<file path="config.mk">
export PLATFORM = sky130hd
export DESIGN_NAME = adc_capture_avg_flat
export DESIGN_NICKNAME = d
export VERILOG_FILES = /design/src/rtl/adc_pkg.sv /design/src/rtl/adc_capture_avg_if.sv /design/src/rtl/sync_fifo.sv /design/src/rtl/adc_capture_avg.sv /design/src/flat_wrapper.sv
export SDC_FILE = /design/constraint.sdc
export NUM_CORES = 1
export LEC_CHECK = 0
export ABC_AREA = 1
export CAP_MARGIN = 40
export CORE_MARGIN = 2
export CORE_UTILIZATION = 55
export CTS_BUF_LIST = sky130_fd_sc_hd__clkbuf_16
export CTS_CLUSTER_SIZE = 12
export DETAILED_ROUTE_END_ITERATION = 6
export GPL_TIMING_DRIVEN = 0
export PLACE_DENSITY = 0.85
export SETUP_SLACK_MARGIN = 0.1
export SLEW_MARGIN = 20
export SYNTH_ARGS = -nofsm -noshare
export SYNTH_HDL_FRONTEND = slang
export SYNTH_HIERARCHICAL = 1
export SYNTH_SLANG_ARGS = --single-unit
</file>
<file path="constraint.sdc">
create_clock -name sys_clk -period 3.76 [get_ports sys_clk]
set_input_delay 1.128 -clock sys_clk [delete_from_list [all_inputs] [get_ports sys_clk]]
set_output_delay 1.128 -clock sys_clk [all_outputs]
set_load 0.05 [all_outputs]
</file>
<file path="src/rtl/adc_pkg.sv">
// Shared types, widths and helpers for the ADC capture/averaging path.
// Latency: n/a (declarations only).
// Backpressure: n/a.
package adc_pkg;

  // Widths of the default build (12-bit AD9226, averaging up to 2^4 samples).
  localparam int ADC_DATA_W       = 12;
  localparam int ADC_AVG_MAX_LOG2 = 4;
  localparam int ACC_W            = ADC_DATA_W + ADC_AVG_MAX_LOG2;
  localparam int CNT_W            = ADC_AVG_MAX_LOG2;

  typedef logic [ADC_DATA_W-1:0] adc_sample_t;

  // Offset binary <-> two's complement is a flip of the word MSB. The word
  // travels zero-extended in 32 bits so callers with any width <= 32 can use it.
  function automatic logic [31:0] offs_to_twos(input logic [31:0] word, input int width);
    return word ^ (32'd1 << (width - 1));
  endfunction

endpackage

</file>
<file path="src/rtl/adc_capture_avg_if.sv">
// Valid/ready stream carrying averaged ADC words towards the packetiser.
// Latency: none (wires only).
// Backpressure: a word moves only on a cycle where m_valid and m_ready are both high.
//  m_data  : NUM_CH*DATA_W result word, ch0 in LSBs
//  m_valid : producer has a word
//  m_ready : consumer accepts the word
interface adc_capture_avg_if #(
  parameter int W = 12
);
  logic [W-1:0] m_data;
  logic         m_valid;
  logic         m_ready;

  modport master (output m_data, output m_valid, input m_ready);
  modport slave  (input m_data, input m_valid, output m_ready);
endinterface

</file>
<file path="src/rtl/sync_fifo.sv">
// Generic single-clock first-word-fall-through FIFO with occupancy output.
// Latency: a written word is visible on rd_dat the cycle after the write edge.
// Backpressure: writes when full are ignored unless a read happens on the same edge.
//  clk, rst_n      : clock, async active-low reset (pointers and level only)
//  wr_en, wr_dat   : write request and data
//  rd_en, rd_dat   : read (pop) request, head word (0 when empty)
//  level/full/empty: occupancy status
module sync_fifo #(
  parameter int WIDTH = 12,
  parameter int DEPTH = 8
) (
  input  logic                     clk,
  input  logic                     rst_n,
  input  logic                     wr_en,
  input  logic [WIDTH-1:0]         wr_dat,
  input  logic                     rd_en,
  output logic [WIDTH-1:0]         rd_dat,
  output logic [$clog2(DEPTH):0]   level,
  output logic                     full,
  output logic                     empty
);

  localparam int AW = $clog2(DEPTH);

  logic [WIDTH-1:0] mem [DEPTH];
  logic [AW-1:0]    wr_ptr;
  logic [AW-1:0]    rd_ptr;
  logic [AW:0]      level_q;
  logic             wr_fire;
  logic             rd_fire;

  assign full    = (level_q == (AW+1)'(DEPTH));
  assign empty   = (level_q == '0);
  assign rd_fire = rd_en && !empty;
  // A read on the same edge frees the slot, so a full FIFO still takes the write.
  assign wr_fire = wr_en && (!full || rd_fire);
  assign level   = level_q;
  assign rd_dat  = empty ? '0 : mem[rd_ptr];

  // Storage carries no reset; the pointers define what is valid.
  always_ff @(posedge clk) begin
    if (wr_fire) begin
      mem[wr_ptr] <= wr_dat;
    end
  end

  // Pointers wrap naturally (DEPTH is a power of two); level tells full from empty.
  always_ff @(posedge clk or negedge rst_n) begin
    if (!rst_n) begin
      wr_ptr  <= '0;
      rd_ptr  <= '0;
      level_q <= '0;
    end else begin
      if (wr_fire) begin
        wr_ptr <= wr_ptr + AW'(1);
      end
      if (rd_fire) begin
        rd_ptr <= rd_ptr + AW'(1);
      end
      case ({wr_fire, rd_fire})
        2'b10:   level_q <= level_q + (AW+1)'(1);
        2'b01:   level_q <= level_q - (AW+1)'(1);
        default: level_q <= level_q;
      endcase
    end
  end

endmodule

</file>
<file path="src/rtl/adc_capture_avg.sv">
// ADC capture: input register chain, per-channel block averaging, format conversion, output FIFO.
// Latency: with n=0 a sample on data_in before edge k is on m_data after edge k+SYNC_STAGES+1.
// Backpressure: m_ready stalls the FIFO only; capture never stalls, results arriving at a full
//  FIFO are dropped and flagged in sticky overflow.
//  sys_clk, reset_n : clock, async active-low reset
//  data_in          : NUM_CH offset-binary ADC words, ch0 in LSBs
//  enable           : capture enable; low discards the block in progress
//  avg_log2         : averaging exponent n (clamped to AVG_MAX_LOG2)
//  fmt_twos         : 1 = two's complement output, 0 = offset binary
//  m_if             : valid/ready result stream (head of FIFO, 0 when empty)
//  fill_level       : FIFO occupancy
//  overflow         : sticky drop flag, cleared by clr_overflow pulse
module adc_capture_avg
  import adc_pkg::*;
#(
  parameter int DATA_W       = 12,
  parameter int NUM_CH       = 1,
  parameter int SYNC_STAGES  = 2,
  parameter int AVG_MAX_LOG2 = 4,
  parameter int FIFO_DEPTH   = 8
) (
  input  logic                            sys_clk,
  input  logic                            reset_n,
  input  logic [NUM_CH*DATA_W-1:0]        data_in,
  input  logic                            enable,
  input  logic [$clog2(AVG_MAX_LOG2+1)-1:0] avg_log2,
  input  logic                            fmt_twos,
  adc_capture_avg_if.master               m_if,
  output logic [$clog2(FIFO_DEPTH):0]     fill_level,
  output logic                            overflow,
  input  logic                            clr_overflow
);

  localparam int WORD_W   = NUM_CH * DATA_W;
  localparam int ACC_BITS = DATA_W + AVG_MAX_LOG2;
  localparam int CNT_BITS = (AVG_MAX_LOG2 > 0) ? AVG_MAX_LOG2 : 1;
  localparam int LOG_BITS = $clog2(AVG_MAX_LOG2 + 1);

  // ---------------------------------------------------------------- input chain
  // Free-running: the chain keeps loading even while capture is disabled.
  for (genvar g = 0; g < SYNC_STAGES; g++) begin : g_sync
    logic [WORD_W-1:0] q;
    logic [WORD_W-1:0] d;
    if (g == 0) begin : g_head
      assign d = data_in;
    end else begin : g_tail
      assign d = g_sync[g-1].q;
    end
    always_ff @(posedge sys_clk or negedge reset_n) begin
      if (!reset_n) begin
        q <= '0;
      end else begin
        q <= d;
      end
    end
  end

  logic [WORD_W-1:0] sample;
  assign sample = g_sync[SYNC_STAGES-1].q;

  // ---------------------------------------------------------------- block control
  logic [CNT_BITS-1:0] cnt_q;
  logic [LOG_BITS-1:0] n_q;
  logic [LOG_BITS-1:0] n_in;
  logic [LOG_BITS-1:0] n_cur;
  logic                blk_last;

  assign n_in  = (avg_log2 > LOG_BITS'(AVG_MAX_LOG2)) ? LOG_BITS'(AVG_MAX_LOG2) : avg_log2;
  // The exponent is taken fresh on the first sample of a block and held until
  // the block closes, so a mid-block change only affects the next block.
  assign n_cur = (cnt_q == '0) ? n_in : n_q;
  assign blk_last = (cnt_q == CNT_BITS'((32'd1 << n_cur) - 32'd1));

  // ---------------------------------------------------------------- per-channel averaging
  logic [WORD_W-1:0] res_dat;

  for (genvar c = 0; c < NUM_CH; c++) begin : g_ch
    logic [ACC_BITS-1:0] acc_q;
    logic [ACC_BITS-1:0] sum;
    logic [DATA_W-1:0]   avg;

    // The sample of the closing edge is folded in combinationally so the block
    // needs exactly 2^n edges, then the sum is truncated by the shift.
    assign sum = acc_q + ACC_BITS'(sample[c*DATA_W +: DATA_W]);
    assign avg = DATA_W'(sum >> n_cur);
    assign res_dat[c*DATA_W +: DATA_W] =
      fmt_twos ? DATA_W'(offs_to_twos(32'(avg), DATA_W)) : avg;

    always_ff @(posedge sys_clk or negedge reset_n) begin
      if (!reset_n) begin
        acc_q <= '0;
      end else if (!enable || blk_last) begin
        acc_q <= '0;
      end else begin
        acc_q <= sum;
      end
    end
  end

  // One register stage between the averager and the FIFO write port.
  logic              push_q;
  logic [WORD_W-1:0] push_dat_q;

  always_ff @(posedge sys_clk or negedge reset_n) begin
    if (!reset_n) begin
      cnt_q      <= '0;
      n_q        <= '0;
      push_q     <= 1'b0;
      push_dat_q <= '0;
    end else if (!enable) begin
      cnt_q  <= '0;
      push_q <= 1'b0;
    end else begin
      push_q <= blk_last;
      if (cnt_q == '0) begin
        n_q <= n_in;
      end
      if (blk_last) begin
        cnt_q      <= '0;
        push_dat_q <= res_dat;
      end else begin
        cnt_q <= cnt_q + CNT_BITS'(1);
      end
    end
  end

  // ---------------------------------------------------------------- output FIFO
  logic              fifo_full;
  logic              fifo_empty;
  logic              pop;
  logic              drop;
  logic [WORD_W-1:0] fifo_dat;

  assign pop  = !fifo_empty && m_if.m_ready;
  assign drop = push_q && fifo_full && !pop;

  sync_fifo #(
    .WIDTH (WORD_W),
    .DEPTH (FIFO_DEPTH)
  ) u_fifo (
    .clk    (sys_clk),
    .rst_n  (reset_n),
    .wr_en  (push_q),
    .wr_dat (push_dat_q),
    .rd_en  (pop),
    .rd_dat (fifo_dat),
    .level  (fill_level),
    .full   (fifo_full),
    .empty  (fifo_empty)
  );

  assign m_if.m_data  = fifo_dat;
  assign m_if.m_valid = !fifo_empty;

  // A drop on the same edge as a clear keeps the flag set.
  always_ff @(posedge sys_clk or negedge reset_n) begin
    if (!reset_n) begin
      overflow <= 1'b0;
    end else if (drop) begin
      overflow <= 1'b1;
    end else if (clr_overflow) begin
      overflow <= 1'b0;
    end
  end

endmodule

</file>
<file path="src/flat_wrapper.sv">
// flat-port wrapper written by rule: the top's interface ports become plain ports
module adc_capture_avg_flat import adc_pkg::*;
#(
  parameter int DATA_W       = 12,
  parameter int NUM_CH       = 1,
  parameter int SYNC_STAGES  = 2,
  parameter int AVG_MAX_LOG2 = 4,
  parameter int FIFO_DEPTH   = 8
)
  (sys_clk, reset_n, data_in, enable, avg_log2, fmt_twos, fill_level, overflow, clr_overflow, m_if_m_data, m_if_m_valid, m_if_m_ready);
  adc_capture_avg_if #(.W(12)) m_if_i ();
  input  logic sys_clk;
  input  logic reset_n;
  input  logic [NUM_CH*DATA_W-1:0] data_in;
  input  logic enable;
  input  logic [$clog2(AVG_MAX_LOG2+1)-1:0] avg_log2;
  input  logic fmt_twos;
  output logic [$clog2(FIFO_DEPTH):0] fill_level;
  output logic overflow;
  input  logic clr_overflow;
  output wire logic [$bits(m_if_i.m_data)-1:0] m_if_m_data;
  output wire logic [$bits(m_if_i.m_valid)-1:0] m_if_m_valid;
  input wire logic [$bits(m_if_i.m_ready)-1:0] m_if_m_ready;
  assign m_if_m_data = m_if_i.m_data;
  assign m_if_m_valid = m_if_i.m_valid;
  assign m_if_i.m_ready = m_if_m_ready;
  adc_capture_avg #(.DATA_W(DATA_W), .NUM_CH(NUM_CH), .SYNC_STAGES(SYNC_STAGES), .AVG_MAX_LOG2(AVG_MAX_LOG2), .FIFO_DEPTH(FIFO_DEPTH)) u_core (.sys_clk(sys_clk), .reset_n(reset_n), .data_in(data_in), .enable(enable), .avg_log2(avg_log2), .fmt_twos(fmt_twos), .m_if(m_if_i), .fill_level(fill_level), .overflow(overflow), .clr_overflow(clr_overflow));
endmodule
</file>
**After elaboration in Yosys (flattened, before gate mapping)**

Memory sizes are Yosys's and may differ from the RTL's.
Index checks and enable logic that the tools add are counted.

- Add/sub/neg operators: 7
- $lt $le $gt $ge: 1
- Equality and inequality tests: 4
- Shift-type cells: 2
- Mux-type cells: 13
- Bitwise gates (word level): 1
- Reduce and logical (&&, ||, !) cells: 16

Operators by type and width:

| cell | number |
|---|---|
| $mux W12 | 2 |
| $add A16 B12 Y16 | 1 |
| $mux W16 | 1 |
| $shr A16 B3 Y12 | 1 |
| $add A4 B1 Y4 const B | 2 |
| $logic_not A4 Y1 | 2 |
| $mux W4 | 2 |
| $pmux W4 S2 | 1 |
| $sub A4 B1 Y4 const B | 2 |
| $add A3 B1 Y3 const B | 2 |
| $mux W3 | 2 |
| $logic_and A1 B1 Y1 | 5 |
| $mux W1 | 5 |
| $eq A4 B4 Y1 | 1 |
| $eq A4 B4 Y1 const B | 1 |
| $logic_not A1 Y1 | 4 |
| $reduce_bool A2 Y1 | 2 |
| $shl A1 B3 Y4 const A | 1 |
| $gt A3 B3 Y1 const B | 1 |
| $eq A2 B1 Y1 const B | 1 |
| $eq A2 B2 Y1 const B | 1 |
| $logic_or A1 B1 Y1 | 2 |
| $reduce_and A2 Y1 | 1 |
| $not A1 Y1 | 1 |

- Register bits after elaboration: 71
- RAM bits: 96
- Input bits: 21
- Output and inout port bits: 18
- Logic and storage cells: 56
- Memories kept: 1

Memories:

| name | depth | bits a word | rd ports | clocked after Yosys merged registers in | write ports | line | source |
|---|---|---|---|---|---|---|---|
| u_core.u_fifo.mem | 8 | 12 | 1 | 0 | 1 | sync_fifo.sv:25 | `logic [WIDTH-1:0] mem [DEPTH];` |

**Longest topological paths before layout**

Gate-level depths: netlist of run 1.

- Depth in word-level cells: 8
- Depth in mapped cells: 20

**Modules after synthesis**

The synthesis of run 1 kept the hierarchy.

Modules (own cells, without submodules):

| module | times used | cells each | area an instance (sq um) | seq. area each (sq um) |
|---|---|---|---|---|
| sync_fifo | 1 | 378 | 4511.8 | 3133.0 |
| adc_capture_avg | 1 | 453 | 3438.3 | 1526.5 |

**Worst setup path after synthesis of run 1**

Ideal clock, no wire load.

- Path type: register to register
- From: register u_core.u_fifo.level_q[3], in the netlist u_core/u_fifo/level[3]
- To: memory u_core.u_fifo.mem[3][0], enable pin
- Arrival time: 2.793 ns
- Slack: 0.571 ns
- Stages on the path, launching flop included: 10
- Buffers on the path: 1
- Cells stage by stage: dfrtp_1 nor2_1 nand2_4 buf_2 inv_1 nor2_1 nand2_8 nand2_4 nand2_4 nor3_1

- Longest elaborated chain between the ends: 8
- Elaborated cells between the ends (all ways): 10

Ends and longest elaborated chain:

| what | line | source |
|---|---|---|
| start: declaration | sync_fifo.sv:28 | `logic [AW:0] level_q;` |
| start signal: assignment | sync_fifo.sv:61 | `2'b10: level_q <= level_q + (AW+1)'(1);` |
| start signal: assignment | sync_fifo.sv:62 | `2'b01: level_q <= level_q - (AW+1)'(1);` |
| start signal: assignment | sync_fifo.sv:63 | `default: level_q <= level_q;` |
| $logic_not A4 Y1 | sync_fifo.sv:33 | `assign empty = (level_q == '0);` |
| via u_core.fifo_empty | adc_capture_avg.sv:129 | `logic fifo_empty;` |
| $logic_not A1 Y1 | adc_capture_avg.sv:134 | `assign pop = !fifo_empty && m_if.m_ready;` |
| $logic_and A1 B1 Y1 | adc_capture_avg.sv:134 |  |
| via u_core.pop | adc_capture_avg.sv:130 | `logic pop;` |
| $logic_and A1 B1 Y1 | sync_fifo.sv:34 | `assign rd_fire = rd_en && !empty;` |
| $logic_or A1 B1 Y1 | sync_fifo.sv:36 | `assign wr_fire = wr_en && (!full \|\| rd_fire);` |
| $logic_and A1 B1 Y1 | sync_fifo.sv:36 |  |
| $mux W1 | sync_fifo.sv:42 | `if (wr_fire) begin` |
| $mux W1 (not written as such) | sync_fifo.sv:43 | `mem[wr_ptr] <= wr_dat;` |
| end: declaration | sync_fifo.sv:25 |  |

The timed path passes the listed nets, and every way through them passes these cells.

**Final worst setup path of run 1**

- From: register u_core.u_fifo.rd_ptr[0]
- To: output port m_if_m_data[4]

- Longest elaborated chain between the ends: 2

Ends and longest elaborated chain:

| what | line | source |
|---|---|---|
| start: declaration | sync_fifo.sv:27 | `logic [AW-1:0] rd_ptr;` |
| start signal: assignment | sync_fifo.sv:58 | `rd_ptr <= rd_ptr + AW'(1);` |
| $mem_v2 Z8 W12 | n/a |  |
| $mux W12 | sync_fifo.sv:38 | `assign rd_dat = empty ? '0 : mem[rd_ptr];` |
| end: declaration | flat_wrapper.sv:21 | `output wire logic [$bits(m_if_i.m_data)-1:0] m_if_m_data;` |

Every way passes these cells.

==> metrics, run 1 <==
Net Sw Power 0.00332 W; Crit Path Class reg2out; FFs w/ async S/R, synth 0.425; CTS Buf Count 17; Top Family by Delay on Critical Path buffers and inverters; clk buf depth 2; Leak 4.03 nW; Avg Vias per Cell 5.41; total number of vias 5,893; initial DRC count 508; global placer's final weighted congestion 0.913; die extent in y 124 microns; multi-input logic area 0.00288 sq mm; Worst slew margin 0.525; Comb pwr share 0.446; dpl hpwl 11,900 microns; clock share of power 0.225; Sw Share 0.437; H-tree depth 4; Peak VDD IR 0.428 mV; Core Box Area 0.0140 sq mm; reg2reg start u_core/cnt_q[0]; largest net degree at the start of global routing 43; commonest non-fill, non-tap cell in the layout nand2_1; crit share post-route 0.923; input/output buffers 38; layout overhead on the synthesized area 16.4%; worst-path cell chain clkbuf_1 > o21ai_0 > o21ai_1 > nor2_1 > nor2_1 > dlygate4sd2_1; Buf/Inv on CP 2; crit-path max FO 10; Die X 124 microns; Post-CTS Setup Inserts 0; Final ANT Viol Nets 0; Worst Path Required 2630 ps; Final Cell Area 0.00926 sq mm; final net count 938; Most Frequent Cell on Critical Path nor2_1; row count 43; worst r2r dst u_core/push_dat_q[7]; Resize count post-CTS 11; prevailing post-synth register cell edfxtp_1; Warnings, synthesis 6; Ant. Diodes 0; Syn Inst Count 831; die area 0.0154 sq mm; vias in the first global route 5,524; maximum clock frequency 288 MHz; Sequential Area 0.00466 sq mm; final worst slack 288 ps; Tmin final 3470 ps; Post-synth EDFFs 96; first-pass GRT wire length 26,400 microns; CTS tree done; routed wire length 16,300 microns; HP Class reg2reg; layout cells sized above 1 0.111; post-place instance area 0.00866 sq mm; final hold vios 0; hold path endpoint u_core/g_sync[1].q[6]; GRT Total Usage 0.218; DR pass1 iterations 5; RSZ-0062 raised after global routing no; setup-violating endpoint count in the final report 0; Worst-path clk slew 70 ps; initial antenna violation count 0; syn nets 873; hold slack 348 ps; Pwr Density 822 mW/mm^2; setup tns final 0 ps; Seq cells post-synth 167; hold_buf cts 0; IO Pins 39; outcome complete, no violations; CP startpoint kind flop; CP endpoint kind output pin; cell area after synthesis 0.00795 sq mm; Slew Limit Fails 0; Fill cells 1,036; Power Internal 0.00428 W; WP data arrival 2340 ps; clk_lat worst skew 440 ps; Final Skew 8.70 ps; R2R Setup Slk 560 ps; Final Util 0.662; CP max stage cell dlygate4sd2_1; Seq pwr share 0.329; DR DRC count 0; clock root cell clkbuf_16; library cells used by synthesis 42; CP peak stage delay 540 ps; global route overflow 0; Reg2Reg Depth 20; Least-Margin Pin Slew 709 ps; DR WL/cell 14.9 microns; Starting Density 0.568; pre-CTS setup slack -189 ps; hold path depth 0; Clock Sinks 167; MaxCap Viol Count 0; Hold Startpoint u_core/g_sync[0].q[6]; commonest cells after routing, fill and taps aside nand2_1, nor2_1, edfxtp_1; Mean Syn Cell Area 9.57 sq um; sequential area share after synthesis 0.586
power groups by stage:
| stage | registers (W) | logic, W | clock network (W) |
|---|---|---|---|
| 2_1_floorplan | 0.00253 | 0.00242 | 0 |
| 3_3_place_gp | 0.00252 | 0.00332 | 0 |
| 3_5_place_dp | 0.00254 | 0.00340 | 0 |
| 4_1_cts | 0.00250 | 0.00336 | 0.00174 |
| 5_1_grt | 0.00254 | 0.00372 | 0.00183 |
| 6_report | 0.00250 | 0.00339 | 0.00171 |
final cells by class:
type | instances | area share
sequential | 167 | 0.503
multi-input combinational | 567 | 0.311
timing repair buffer | 47 | 0.0500
clock buffer | 17 | 0.0460
inverter | 69 | 0.0282
tap | 180 | 0.0243
buffer | 27 | 0.0193
clock inverter | 15 | 0.0178
flip-flops by register name (all words and copies together), names as in the netlist:
register and flops:
u_core/u_fifo/mem 96, u_core/g_sync.q 24, u_core/g_ch.acc_q 16, u_core/push_dat_q 12, u_core/cnt_q 4, u_core/u_fifo/level 4, u_core/n_q 3, u_core/u_fifo/rd_ptr 3
u_core/u_fifo/wr_ptr 3, u_core/overflow 1, u_core/push_q 1
routing by layer:
metal / GRT usage / share of wire / up-vias
li1: - / - / 2882
met1: 0.268 / 0.41 / 2746
met2: 0.365 / 0.50 / 219
met3: 0.0456 / 0.060 / 46
met4: 0.111 / 0.033 / 0
met5: 0 / 0 / -
how the worst max path moves through the flow:
stage	slack [ps]	startpoint	depth (start not counted)	to
after global routing	110	avg_log2[2]	18	u_core/push_dat_q[7]
after detailed placement	-190	avg_log2[2]	18	u_core/push_dat_q[7]
after global placement	-780	reset_n	1	u_core/u_fifo/level[0]
after CTS	100	u_core/u_fifo/rd_ptr[1]	7	m_if_m_data[2]
after floorplan	570	u_core/u_fifo/level[3]	9	u_core/u_fifo/mem[3][0]
final	290	u_core/u_fifo/rd_ptr[0]	6	m_if_m_data[4]
cells by family (layout without fill, tap and decap cells):
group,count (synthesis),count (layout),synth area share
compound gates,132,132,0.0877
mux,1,1,0.00126
simple gates,396,396,0.215
xor+xnor,17,17,0.0197
fa+ha+maj,21,21,0.0349
flops,167,167,0.586
buf+inv,97,175,0.0556
synth_stat cells (4+ instances only):
| master | instances | area, sq um |
|---|---|---|
| a21oi_1 | 24 | 120 |
| nor3_1 | 5 | 25.0 |
| xnor2_1 | 6 | 52.6 |
| dfrtp_1 | 71 | 1780 |
| nor2_1 | 143 | 537 |
| o21ai_2 | 4 | 35.0 |
| ha_1 | 19 | 238 |
| buf_2 | 12 | 60.1 |
| o21ai_1 | 18 | 90.1 |
| o21ai_0 | 79 | 395 |
| xor2_1 | 10 | 87.6 |
| edfxtp_1 | 96 | 2880 |
| nand3_1 | 48 | 240 |
| buf_6 | 6 | 67.6 |
| inv_1 | 63 | 236 |
| buf_4 | 4 | 30.0 |
| nand2_1 | 174 | 653 |
| nand2_4 | 4 | 45.0 |
| clkbuf_1 | 5 | 18.8 |
through the flow:
stage	std cells	power (W)
2_1_floorplan	831	0.00494
3_3_place_gp	1049	0.00584
3_5_place_dp	1058	0.00594
4_1_cts	1090	0.00760
5_1_grt	1089	0.00809
6_report	1089	0.00761
worst reg2reg max path, cell delays in order (launching register included):
cell,delay [ps]
dfrtp_1,410
inv_1,130
ha_1,180
nand2_2,70
nor2_4,180
nand3_1,160
o21ai_4,150
inv_4,90
buf_2,200
nor2_4,160
nand2_1,80
ha_1,290
xnor2_1,130
a21oi_1,120
nand2_1,80
nor2_2,110
nand3_2,140
inv_2,110
buf_6,140
nand2_1,70
o21ai_2,130
No activity file was read; power rests on OpenSTA's default activity.
==> inputs of run 2 (changes only) <==
GPL_TIMING_DRIVEN = 1   (was 0)
==> metrics, run 2 (synthesis results as in run 1) <==
hold_buf cts 0 (unchanged); IO Pins 39 (unchanged); layout overhead on the synthesized area 15.3%; Clock Sinks 167 (unchanged); H-tree depth 4 (unchanged); commonest non-fill, non-tap cell in the layout nand2_1; crit-path max FO 28 (+18); first-pass GRT wire length 26,700 microns (+1.1%); die extent in y 124 microns (unchanged); CP startpoint kind flop; final net count 926 (-1.3%); hold slack 347 ps (-0.586 ps); Reg2Reg Depth 18 (-10%); final worst slack 452 ps (+164 ps); initial antenna violation count 0 (unchanged); Fill cells 1,075 (+3.8%); Peak VDD IR 0.484 mV (+13%); Most Frequent Cell on Critical Path nor2_1; commonest cells after routing, fill and taps aside nand2_1, nor2_1, edfxtp_1; Pwr Density 824 mW/mm^2 (+0.27%); routed wire length 16,100 microns (-0.95%); maximum clock frequency 302 MHz (+5.0%); Slew Limit Fails 0 (unchanged); Ant. Diodes 0 (unchanged); Die X 124 microns (unchanged); Seq pwr share 0.328 (about the same); RSZ-0062 raised after global routing no; Worst Path Required 2630 ps (about the same); final hold vios 0 (unchanged); setup tns final 0 ps (unchanged); global placer's final weighted congestion 0.908 (-0.58%); HP Class reg2reg; Post-CTS Setup Inserts 0 (unchanged); Core Box Area 0.0140 sq mm (unchanged); DR DRC count 0 (unchanged); Least-Margin Pin Slew 500 ps (-209 ps); worst-path cell chain buf_4 > buf_4 > nor2_1 > nor2_1 > o21ai_0 > o21ai_0 > nor2_1 > nor2_1 > buf_4; die area 0.0154 sq mm (unchanged); Final Util 0.656 (-0.00626); Net Sw Power 0.00323 W (-2.8%); dpl hpwl 10,500 microns (-11%); layout cells sized above 1 0.111 (+0.000372); DR pass1 iterations 5 (unchanged); CP peak stage delay 340 ps (-200 ps); Worst slew margin 0.667 (+0.142); worst r2r dst u_core/push_dat_q[6]; CTS Buf Count 17 (unchanged); clk_lat worst skew 430 ps (about the same); Power Internal 0.00433 W (+1.0%); hold path endpoint u_core/g_sync[1].q[0]; clock share of power 0.235 (+0.010); CP max stage cell buf_4; Comb pwr share 0.437 (-0.009); initial DRC count 492 (-3.1%); max reg flops 96 (unchanged); CP endpoint kind output pin; Final Skew 7.40 ps (-1.30 ps); CTS tree done; Sw Share 0.427 (-0.00955); Avg Vias per Cell 5.40 (-0.14%); hold path depth 0 (unchanged); largest net degree at the start of global routing 51 (+19%); WP data arrival 2180 ps (-160 ps); biggest regs u_core/u_fifo/mem (96), u_core/g_sync.q (24), u_core/g_ch.acc_q (16); Final ANT Viol Nets 0 (unchanged); Hold Startpoint u_core/g_sync[0].q[0]; setup-violating endpoint count in the final report 0 (unchanged); clk buf depth 2 (unchanged); global route overflow 0 (unchanged); outcome complete, no violations; crit share post-route 0.880 (-0.0436); R2R Setup Slk 950 ps (+390 ps); Largest Register u_core/u_fifo/mem; vias in the first global route 5,591 (+1.2%); clock root cell clkbuf_16; GRT Total Usage 0.218 (+0.000477); MaxCap Viol Count 0 (unchanged); Resize count post-CTS 0 (-11); input/output buffers 38 (unchanged); Tmin final 3310 ps (-164 ps); DR WL/cell 15.0 microns (+0.16%); total number of vias 5,820 (-1.2%); pre-CTS setup slack 307 ps (+496 ps); reg2reg start u_core/cnt_q[0]; Crit Path Class reg2out; Starting Density 0.568 (unchanged); row count 43 (unchanged); Leak 3.98 nW (-1.2%); Worst-path clk slew 60 ps (about the same)
run 2: changes by cell type in the layout (fill, tap and decap cells not counted), sizes merged:
cell and change:
clkinvlp -2, inv -1, bufinv +1, clkdlybuf4s15 -1
clkbuf -4, clkinv +2, dlymetal6s2s -3, dlygate4sd2 -8
buf +4
run 2: worst max-delay path, delay by kind of cell (launching register included):
family	cells	cell delay, ps
AOI/OAI and AO/OA	2	200
buffers and inverters	3	810
DFF	1	320
and+or+nand+nor	4	420
run 2: power groups by stage:
stage               registers [W]  clock network (W)  logic, W
floorplan                 0.00253                  0   0.00242
CTS                       0.00248            0.00180   0.00329
global placement          0.00250                  0   0.00316
finish                    0.00248            0.00177   0.00330
detailed placement        0.00251                  0   0.00325
global route              0.00251            0.00188   0.00367
run 2: worst max path at each step:
stage / startpoint / endpoint / slack, ps / depth (start not counted)
final: u_core/u_fifo/rd_ptr[0] / m_if_m_data[8] / 450 / 9
after global routing: u_core/u_fifo/rd_ptr[0] / m_if_m_data[8] / 290 / 7
after CTS: u_core/u_fifo/level[0] / m_if_m_valid / 450 / 5
after detailed placement: avg_log2[2] / u_core/push_dat_q[6] / 310 / 16
after global placement: avg_log2[2] / u_core/push_dat_q[6] / 390 / 15
after floorplan: u_core/u_fifo/level[3] / u_core/u_fifo/mem[3][0] / 570 / 9
run 2: stage by stage:
step / std cells / area, sq um / total power [W]
2_1_floorplan: 831 / 7950 / 0.00494
3_3_place_gp: 1044 / 8530 / 0.00566
3_5_place_dp: 1045 / 8560 / 0.00577
4_1_cts: 1077 / 9170 / 0.00758
5_1_grt: 1077 / 9170 / 0.00806
6_report: 1077 / 9170 / 0.00755
run 2: cell type report:
class	instances	area, sq um	area share
Tap cell	180	225	0.0246
Clock inverter	15	189	0.0206
Clock buffer	17	425	0.0464
Multi-Input combinational cell	567	2850	0.311
Timing Repair Buffer	62	561	0.0611
Inverter	69	262	0.0285
Sequential cell	167	4660	0.508
run 2: metal layers:
layer  vias to the layer above  global-route usage  wire length [microns]
met4                         0              0.0912                    416
met5                         -                   0                      0
li1                       2868                   -                      -
met3                        36              0.0460                    883
met1                      2736               0.259                   6440
met2                       180               0.386                   8390
==> inputs of run 3 (changes only) <==
ABC_CLOCK_PERIOD_IN_PS = 3760   (was unset)
CELL_PAD_IN_SITES_DETAIL_PLACEMENT = 0   (was unset)
CELL_PAD_IN_SITES_GLOBAL_PLACEMENT = 2   (was unset)
CORE_MARGIN = 3   (was 2)
CORE_UTILIZATION = 39   (was 55)
PLACE_DENSITY = 0.91   (was 0.85)
==> metrics, run 3 (synthesis results as in run 1) <==
setup tns final 0 ps (unchanged); Pwr Density 809 mW/mm^2 (-1.8%); MaxCap Viol Count 0 (unchanged); vias in the first global route 5,405 (-3.3%); row count 51 (+19%); Core Box Area 0.0197 sq mm (+41%); Least-Margin Pin Slew 527 ps (+27.2 ps); clock root cell clkbuf_16; maximum clock frequency 307 MHz (+1.5%); CTS Buf Count 17 (unchanged); layout cells sized above 1 0.112 (+0.000124); Slew Limit Fails 0 (unchanged); worst r2r dst u_core/push_dat_q[3]; Net Sw Power 0.00328 W (+1.7%); crit share post-route 0.867 (-0.0127); dpl hpwl 11,300 microns (+7.2%); Reg2Reg Depth 18 (unchanged); die area 0.0221 sq mm (+43%); Peak VDD IR 0.388 mV (-20%); RSZ-0062 raised after global routing no; Largest Register u_core/u_fifo/mem; Leak 3.96 nW (-0.45%); Final Skew 12.2 ps (+4.82 ps); Tmin final 3260 ps (-47.9 ps); input/output buffers 38 (unchanged); Seq pwr share 0.331 (+0.003); R2R Setup Slk 980 ps (+30 ps); final hold vios 0 (unchanged); largest net degree at the start of global routing 51 (unchanged); Avg Vias per Cell 4.79 (-11%); outcome complete, no violations; Starting Density 0.403 (-0.165); Resize count post-CTS 0 (unchanged); H-tree depth 4 (unchanged); biggest regs u_core/u_fifo/mem (96), u_core/g_sync.q (24), u_core/g_ch.acc_q (16); hold path endpoint u_core/g_sync[1].q[3]; setup-violating endpoint count in the final report 0 (unchanged); Die X 149 microns (+20%); Worst Path Required 2630 ps (about the same); DR DRC count 0 (unchanged); first-pass GRT wire length 28,300 microns (+6.1%); IO Pins 39 (unchanged); dpl cells 1,129 (+8.0%); CP startpoint kind flop; clk_lat worst skew 430 ps (about the same); global placer's final weighted congestion 0.787 (-13%); hold path depth 0 (unchanged); clock share of power 0.229 (-0.006); total number of vias 5,558 (-4.5%); commonest cells after routing, fill and taps aside nand2_1, nor2_1, edfxtp_1; DR pass1 iterations 4 (-1); CP endpoint kind output pin; crit-path max FO 15 (-46%); Clock Sinks 167 (unchanged); Sw Share 0.439 (+0.0114); initial DRC count 332 (-33%); layout overhead on the synthesized area 16.4%; Hold Startpoint u_core/g_sync[0].q[3]; Power Internal 0.00420 W (-2.9%); Worst-path clk slew 70 ps (about the same); initial antenna violation count 0 (unchanged); GRT Total Usage 0.163 (-0.0559); reg2reg start u_core/cnt_q[0]; Crit Path Class reg2out; hold_buf cts 0 (unchanged); commonest non-fill, non-tap cell in the layout nand2_1; non-filler cells, final 1,161 (+7.8%); DR WL/cell 14.6 microns (-2.2%); Worst slew margin 0.649 (-0.0181); Fill cells 1,876 (+75%); Post-CTS Setup Inserts 0 (unchanged); die extent in y 149 microns (+20%); final net count 925 (-0.11%); Ant. Diodes 0 (unchanged); WP data arrival 2130 ps (-50 ps); HP Class reg2reg; global route overflow 0 (unchanged); Comb pwr share 0.439 (+0.002); Final ANT Viol Nets 0 (unchanged); clk buf depth 2 (unchanged); max reg flops 96 (unchanged); routed wire length 17,000 microns (+5.4%); CTS tree done
-- run 3: final cells by class --
type | instances | area [sq um] | share of cell area
well taps | 265 | 332 | 0.0358
repair buffers | 61 | 553 | 0.0598
inverters | 69 | 262 | 0.0283
clock buffers | 17 | 425 | 0.0460
multi-input cells | 567 | 2850 | 0.308
clock inverters | 15 | 173 | 0.0187
flip-flops and latches | 167 | 4660 | 0.504
-- run 3: power by group through the flow --
stage	Clock, W	Sequential [W]	Combinational [W]
3_5_place_dp	0	0.00252	0.00331
6_report	0.00171	0.00248	0.00329
4_1_cts	0.00176	0.00248	0.00332
5_1_grt	0.00184	0.00252	0.00370
3_3_place_gp	0	0.00251	0.00330
2_1_floorplan	0	0.00253	0.00242
-- run 3: per-layer routing --
| layer | part of all wire | track usage |
|---|---|---|
| met1 | 0.47 | 0.214 |
| met2 | 0.49 | 0.280 |
| met3 | 0.029 | 0.0264 |
| met4 | 0.012 | 0.0462 |
| met5 | 0 | 0 |
-- run 3: through the flow --
| step | power, W | hold WS [ps] | setup WS [ps] | area, sq um | utilization |
|---|---|---|---|---|---|
| after detailed placement | 0.00583 | 335 | 326 | 8650 | 0.439 |
| after global placement | 0.00581 | 333 | 371 | 8630 | 0.438 |
| after global routing | 0.00805 | 363 | 261 | 9250 | 0.469 |
| after floorplan | 0.00494 | 331 | 571 | 7950 | - |
| final | 0.00748 | 349 | 500 | 9250 | 0.469 |
| after CTS | 0.00757 | 351 | 470 | 9250 | 0.469 |
-- run 3: how the worst max path moves through the flow --
stage,slack [ps],to,from
3_3_place_gp,370,u_core/push_dat_q[3],avg_log2[2]
4_1_cts,470,m_if_m_valid,u_core/u_fifo/level[0]
6_report,500,m_if_m_valid,u_core/u_fifo/level[0]
2_1_floorplan,570,u_core/u_fifo/mem[3][0],u_core/u_fifo/level[3]
5_1_grt,260,m_if_m_data[5],u_core/u_fifo/rd_ptr[0]
3_5_place_dp,330,u_core/push_dat_q[3],avg_log2[2]
-- run 3: critical path: stages, from the launching register on --
cell and delay, ps:
dfrtp_1 490, nor2_4 70, nand2_4 210, inv_1 90, inv_1 60, clkdlybuf4s50_1 790
